## src/rtl/payment_pkg.sv

```systemverilog
// rtl/payment_pkg.sv - shared state encoding and constants for the payment sequencer
package payment_pkg;

    localparam int CREDIT_W_DEF = 8;

    // Marks a change phase as a cancel/timeout refund rather than sale change
    localparam logic REFUND_FLAG = 1'b1;

    typedef enum logic [2:0] {
        S_IDLE      = 3'd0,
        S_CASH_ACC  = 3'd1,
        S_CARD_WAIT = 3'd2,
        S_VEND      = 3'd3,
        S_CHANGE    = 3'd4,
        S_DONE      = 3'd5,
        S_FAIL      = 3'd6
    } pay_state_t;

endpackage

```

## src/rtl/pay_timer.sv

```systemverilog
// rtl/pay_timer.sv - idle-timeout counter, expires after TIMEOUT_CYC running cycles since clear
module pay_timer #(
    parameter int TIMEOUT_CYC = 255
) (
    input  logic clk,
    input  logic reset,
    input  logic i_clear,
    input  logic i_run,
    output logic o_expire
);
    localparam int              CNT_W = $clog2(TIMEOUT_CYC + 1);
    localparam logic [CNT_W-1:0] LAST = CNT_W'(TIMEOUT_CYC - 1);

    logic [CNT_W-1:0] r_count;

    // Count running cycles; clear restarts the idle window
    always_ff @(posedge clk or posedge reset) begin
        if (reset) begin
            r_count <= '0;
        end else if (i_clear) begin
            r_count <= '0;
        end else if (i_run && (r_count != LAST)) begin
            r_count <= r_count + 1'b1;
        end
    end

    // Expiry is suppressed in a cycle that also restarts the window
    assign o_expire = i_run && !i_clear && (r_count == LAST);

endmodule

```

## src/rtl/payment_sequencer.sv

```systemverilog
// rtl/payment_sequencer.sv - cash/card sale sequencer; idle timeout built only with PAY_TIMEOUT_EN
module payment_sequencer
    import payment_pkg::*;
#(
    parameter int CREDIT_W    = CREDIT_W_DEF,
    parameter int CHG_UNIT    = 1,
    parameter int TIMEOUT_CYC = 255
) (
    input  logic                clk,
    input  logic                reset,
    input  logic                sel_cash,
    input  logic                sel_card,
    input  logic [CREDIT_W-1:0] price,
    input  logic                coin_valid,
    input  logic [CREDIT_W-1:0] coin_value,
    input  logic                cancel,
    input  logic                card_ok,
    input  logic                card_deny,
    input  logic                chg_ack,
    output logic                busy,
    output logic [CREDIT_W-1:0] credit,
    output logic                card_req,
    output logic                vend,
    output logic                chg_req,
    output logic                done,
    output logic                error
);
    localparam logic [CREDIT_W-1:0] CHG_STEP   = CREDIT_W'(CHG_UNIT);
    localparam logic [CREDIT_W-1:0] CREDIT_MAX = '1;

    pay_state_t          r_state;
    pay_state_t          w_next;
    logic [CREDIT_W-1:0] r_credit;
    logic [CREDIT_W-1:0] r_price;
    logic [CREDIT_W-1:0] r_change;
    logic                r_refund;
    logic                r_to_fail;

    logic [CREDIT_W:0]   w_sum;
    logic [CREDIT_W-1:0] w_credit_add;
    logic [CREDIT_W-1:0] w_change_dec;
    logic                w_load;
    logic                w_add_coin;
    logic                w_clr_credit;
    logic                w_set_sale_chg;
    logic                w_set_refund;
    logic                w_refund_fail;
    logic                w_clr_change;
    logic                w_dec_change;
    logic                w_expire;

    assign w_sum        = {1'b0, r_credit} + {1'b0, coin_value};
    assign w_credit_add = w_sum[CREDIT_W] ? CREDIT_MAX : w_sum[CREDIT_W-1:0];
    // A remainder smaller than one coin is kept by the machine
    assign w_change_dec = (r_change >= CHG_STEP) ? (r_change - CHG_STEP) : '0;
    assign credit       = r_credit;

`ifdef PAY_TIMEOUT_EN
    logic w_tmr_clear;
    logic w_tmr_run;

    assign w_tmr_clear = (r_state == S_IDLE) || coin_valid;
    assign w_tmr_run   = (r_state == S_CASH_ACC) || (r_state == S_CARD_WAIT);

    pay_timer #(
        .TIMEOUT_CYC (TIMEOUT_CYC)
    ) u_timer (
        .clk      (clk),
        .reset    (reset),
        .i_clear  (w_tmr_clear),
        .i_run    (w_tmr_run),
        .o_expire (w_expire)
    );
`else
    assign w_expire = 1'b0;
`endif

    // State register
    always_ff @(posedge clk or posedge reset) begin
        if (reset) begin
            r_state <= S_IDLE;
        end else begin
            r_state <= w_next;
        end
    end

    // Next-state, datapath controls and Moore outputs
    always_comb begin
        w_next         = r_state;
        w_load         = 1'b0;
        w_add_coin     = 1'b0;
        w_clr_credit   = 1'b0;
        w_set_sale_chg = 1'b0;
        w_set_refund   = 1'b0;
        w_refund_fail  = 1'b0;
        w_clr_change   = 1'b0;
        w_dec_change   = 1'b0;
        busy           = (r_state != S_IDLE);
        card_req       = 1'b0;
        vend           = 1'b0;
        chg_req        = 1'b0;
        done           = 1'b0;
        error          = 1'b0;
        case (r_state)
            S_IDLE: begin
                if (sel_cash) begin
                    w_load = 1'b1;
                    w_next = S_CASH_ACC;
                end else if (sel_card) begin
                    w_load = 1'b1;
                    w_next = S_CARD_WAIT;
                end
            end
            S_CASH_ACC: begin
                if (cancel) begin
                    w_set_refund = 1'b1;
                    w_next       = S_CHANGE;
                end else if (w_expire) begin
                    w_set_refund  = 1'b1;
                    w_refund_fail = 1'b1;
                    w_next        = S_CHANGE;
                end else if (r_credit >= r_price) begin
                    w_set_sale_chg = 1'b1;
                    w_next         = S_VEND;
                end else if (coin_valid) begin
                    w_add_coin = 1'b1;
                end
            end
            S_CARD_WAIT: begin
                card_req = 1'b1;
                if (card_deny || cancel || w_expire) begin
                    w_next = S_FAIL;
                end else if (card_ok) begin
                    w_clr_change = 1'b1;
                    w_next       = S_VEND;
                end
            end
            S_VEND: begin
                vend   = 1'b1;
                w_next = (r_change != '0) ? S_CHANGE : S_DONE;
            end
            S_CHANGE: begin
                chg_req      = (r_change != '0);
                w_dec_change = chg_ack && (r_change != '0);
                if ((r_change == '0) || (chg_ack && (w_change_dec == '0))) begin
                    if (r_to_fail) begin
                        w_next = S_FAIL;
                    end else if (r_refund == REFUND_FLAG) begin
                        w_clr_credit = 1'b1;
                        w_next       = S_IDLE;
                    end else begin
                        w_next = S_DONE;
                    end
                end
            end
            S_DONE: begin
                done         = 1'b1;
                w_clr_credit = 1'b1;
                w_next       = S_IDLE;
            end
            S_FAIL: begin
                error        = 1'b1;
                w_clr_credit = 1'b1;
                w_next       = S_IDLE;
            end
            default: begin
                w_next = S_IDLE;
            end
        endcase
    end

    // Price latch, credit accumulator and change register
    always_ff @(posedge clk or posedge reset) begin
        if (reset) begin
            r_price   <= '0;
            r_credit  <= '0;
            r_change  <= '0;
            r_refund  <= 1'b0;
            r_to_fail <= 1'b0;
        end else begin
            if (w_load) begin
                r_price   <= price;
                r_credit  <= '0;
                r_change  <= '0;
                r_refund  <= 1'b0;
                r_to_fail <= 1'b0;
            end
            if (w_add_coin) begin
                r_credit <= w_credit_add;
            end
            if (w_clr_credit) begin
                r_credit <= '0;
            end
            if (w_set_sale_chg) begin
                r_change <= r_credit - r_price;
            end
            if (w_set_refund) begin
                r_change  <= r_credit;
                r_refund  <= REFUND_FLAG;
                r_to_fail <= w_refund_fail;
            end
            if (w_clr_change) begin
                r_change <= '0;
            end
            if (w_dec_change) begin
                r_change <= w_change_dec;
            end
        end
    end

endmodule

```

## config.mk

```make
export PLATFORM = sky130hd
export DESIGN_NAME = payment_sequencer
export DESIGN_NICKNAME = d
export VERILOG_FILES = /design/src/rtl/payment_pkg.sv /design/src/rtl/pay_timer.sv /design/src/rtl/payment_sequencer.sv
export SDC_FILE = /design/constraint.sdc
export NUM_CORES = 1
export LEC_CHECK = 0
export ABC_AREA = 1
export BUFFER_PORTS_ARGS = -buffer_cell sky130_fd_sc_hd__buf_4
export CELL_PAD_IN_SITES_DETAIL_PLACEMENT = 1
export CELL_PAD_IN_SITES_GLOBAL_PLACEMENT = 1
export CORE_ASPECT_RATIO = 0.6
export CORE_MARGIN = 4
export CORE_UTILIZATION = 40
export CTS_CLUSTER_DIAMETER = 60
export CTS_CLUSTER_SIZE = 28
export DETAILED_ROUTE_END_ITERATION = 8
export PLACE_DENSITY = 0.87
export REMOVE_ABC_BUFFERS = 1
export SLEW_MARGIN = 20
export SYNTH_ARGS = -nofsm -noshare
export SYNTH_HDL_FRONTEND = slang
export SYNTH_HIERARCHICAL = 1
export SYNTH_SLANG_ARGS = --single-unit
```

## constraint.sdc

```tcl
create_clock -name clk -period 3.36 [get_ports clk]
set_input_delay 0.168 -clock clk [delete_from_list [all_inputs] [get_ports clk]]
set_output_delay 0.168 -clock clk [all_outputs]
set_load 0.1 [all_outputs]
```

==> flow_summary_export.csv <==
group,metric,value,unit
layout,drive_above_1_share,21.4,%
timing,hold_viol_final,0,
layout,fillers,795,
worst_hold_path,min_from,"price[0]",
place,pre_cts_slack,0.967,ns
setup_path,start_kind,"flip-flop",
detailed_routing,vias,2412,
place,numPortBuffers,38,
die,rows,21,
synth,synth_top_area_share,28.9,%
synth,netlist_area,2420,um^2
timing,finClkSkew,0.00422,ns
die,core,5730,um^2
detailed_routing,via_per_inst,5.21,
grt,grt_pass1_vias,2553,
layout,fin_nets,431,
synth,synthDistinctLibCells,35,
synth,yosysSeqAreaShare,28.9,%
setup_path,path_class,"reg2reg",
layout,syn_to_final_growth,17.8,%
cts,cts.path.max_buffers,2,
setup_path,r2r-start,"credit[0]$_DFFE_PP0P_",
cts,clkLatencyLatePin,0.28,ns
setup_path,r2r_setup_slack,0.94,ns
layout,fin_area,2850,um^2
setup_path,crit_fanout,5,
timing,slew-limit-headroom,52.3,%
cts,cts.sinks,28,
setup_path,cp-end-kind,"flip-flop",
worst_hold_path,hold_end,"r_price[0]$_DFFE_PP0P_",
layout,post-route-util,49.8,%
grt,grt_start_max_net_pins,29,
die,fp.dieArea,7410,um^2
detailed_routing,drc,0,
detailed_routing,wire_per_inst,15.8,um
place,dp_hpwl,6050,um
grt,grt_use_total,21.6,%
timing,rsz0062_at_grt,"no",
synth,ys_seq_elements,28,
timing,fin_ws,0.945,ns
detailed_routing,drtAntennaViolNets,0,
die,die_w,108,um
synth,avgSynthCellArea,7.08,um^2
cts,cts_buffers,3,
timing,worst_pin_slew,0.716,ns
outcome,status,"completed",
synth,ys.flop_type,"dfrtp_1",
timing,period_minus_slack,2.42,ns
worst_hold_path,hold_path_depth,3,
grt,antenna_found_initial,0,
run,cap_violations,0,
worst_hold_path,hp-class,"in2reg",
die,initial_core_util,42.3,%
synth,ys_warn_count,6,
place,place_congestion,0.888,
timing,period_share,71.9,%
setup_path,cp.required,3.58,ns
setup_path,worst_ep_arrival_time,2.63,ns
setup_path,rr_worst_depth,15,
detailed_routing,first_pass_iters,4,
cts,post_cts_buffers,0,
layout,antenna_cells,0,
setup_path,r2r_end,"r_change[2]$_DFFE_PP0P_",
synth,synth_edf_count,0,
detailed_routing,drt_iter0_drc,86,
synth,synthCells,342,
die,io_pins,39,
cts,clk_pin_slew_worst_paths,0.10,ns
grt,gr-total-overflow,0,
cts,cts_tree,"yes",
cts,h-tree-depth,1,
timing,finalSetupViolations,0,
detailed_routing,routed_wl,7300,um
place,place_area,2800,um^2
synth,synth_top_area_cell,"dfrtp_1",
timing,fmax,0.414,GHz
synth,async_flop_share,100,%
grt,grt_pass1_wl,12500,um
cts,cts_root_buffer,"clkbuf_8",
die,die_y,68.3,um
cts,cts_resized,0,
timing,maxSlewViolCount,0,
synth,ys_top_cells_by_area,"dfrtp_1 29%, nand2_1 13%, ha_1 9.8%, inv_1 6.2%, nor2_1 5.0%",
-- final cells by class --
cell class / count / area [um^2] / share of cell area (%)
Tap cell: 80 / 100 / 3.51
Clock buffer: 3 / 41.3 / 1.45
Multi-Input combinational cell: 260 / 1520 / 53.2
Timing Repair Buffer: 39 / 295 / 10.3
Inverter: 53 / 199 / 6.97
Sequential cell: 28 / 701 / 24.6
-- synth_stat cells, types with 2 or more instances --
| library cell | number |
|---|---|
| nor2_1 | 32 |
| a21oi_1 | 15 |
| a211oi_1 | 2 |
| xor2_1 | 8 |
| o22ai_1 | 2 |
| nand2_4 | 2 |
| nor3_1 | 7 |
| a22oi_1 | 2 |
| ha_1 | 19 |
| inv_1 | 40 |
| nand2_1 | 87 |
| o21ai_1 | 6 |
| o21ai_0 | 11 |
| nor2_4 | 3 |
| inv_2 | 13 |
| a21o_1 | 2 |
| nand2_2 | 4 |
| dfrtp_1 | 28 |
| xnor2_1 | 4 |
| nor2_2 | 5 |
| nand3_1 | 16 |
| fa_1 | 2 |
| o21ai_2 | 8 |
| nand3_2 | 3 |
| nand4_1 | 11 |
-- repair_timing --
item,in CTS,in global routing
endpoints found under the setup margin,0,0
hold endpoints to repair,28,0
hold buffers,1,0
-- per-layer routing --
| metal | wire length, um | GRT usage (%) |
|---|---|---|
| met1 | 3660 | 30.3 |
| met2 | 3140 | 35.8 |
| met3 | 471 | 3.96 |
| met4 | 32 | 2.68 |
| met5 | 0 | 0 |
-- through the flow --
| stage | setup TNS (ns) | cells | hold WS (ns) |
|---|---|---|---|
| finish | 0 | 463 | 0.0782 |
| detailed placement | 0 | 459 | 0.302 |
| global placement | 0 | 459 | 0.363 |
| global route | 0 | 463 | 0.0687 |
| CTS | 0 | 463 | 0.0731 |
| floorplan | -0.603 | 341 | 0.233 |
-- state kept, by name (all words and copies together), names as in the netlist --
name,flops
r_state,3
r_change,8
r_price,8
r_refund,1
credit,8
-- worst max-delay path: stages, from the launching register on --
cell and delay [ns]:
dfrtp_1 0.43, inv_1 0.10, ha_1 0.15, inv_1 0.06, fa_1 0.41, nand2_1 0.08
nand2_1 0.06, o21ai_2 0.10, nand2_1 0.07, nand2_1 0.06, nand2_1 0.09, nand2_2 0.13
inv_2 0.09, nor3_4 0.26, inv_2 0.14, o21ai_2 0.13
-- kinds of logic after synthesis --
logic type | Yosys count | share of synthesized area (%)
AO/OA/AOI/OAI | 54 | 13.7
XOR/XNOR | 12 | 4.34
adder cells (fa/ha/maj) | 21 | 11.5
buffers and inverters | 54 | 8.42
flip-flops | 28 | 28.9
AND/OR/NAND/NOR | 173 | 33.1
-- cells in the final DEF, fill, tap and decap left out --
master	count
o22ai_1	2
nand2_2	4
o31ai_1	1
nor2_4	3
a22oi_1	2
nand2_4	2
or2_2	1
o21ai_0	11
inv_1	39
nor3_1	7
o211ai_1	1
fa_1	2
a21boi_1	1
a21oi_1	15
nor2_2	5
ha_1	19
o311ai_1	1
nor4_1	1
nand2_1	87
o21ai_2	8
nand3_1	16
buf_4	38
nand4_1	11
o21ai_1	6
a211oi_1	2
nand3_2	3
a21o_1	2
o21a_1	1
a31oi_1	1
xnor2_1	4
dfrtp_1	28
dlygate4sd3_1	1
inv_2	14
clkbuf_8	3
nor3_4	1
nor2_1	32
xor2_1	8
-- worst max-delay path by stage --
stage / start / to / slack, ns / cells after the start
finish: credit[0]$_DFFE_PP0P_ / r_change[2]$_DFFE_PP0P_ / 0.94 / 15
global route: credit[0]$_DFFE_PP0P_ / r_change[3]$_DFFE_PP0P_ / 0.74 / 15
CTS: credit[0]$_DFFE_PP0P_ / r_change[2]$_DFFE_PP0P_ / 0.94 / 15
detailed placement: credit[0]$_DFFE_PP0P_ / r_change[2]$_DFFE_PP0P_ / 0.97 / 15
global placement: credit[0]$_DFFE_PP0P_ / r_change[0]$_DFFE_PP0P_ / 1.19 / 15
floorplan: r_state[2]$_DFFE_PP0P_ / credit[1]$_DFFE_PP0P_ / -0.08 / 5
Power is left out: the tool's default activity adds up to more than one toggle a clock period on the data nets, which glitch-free logic cannot reach.
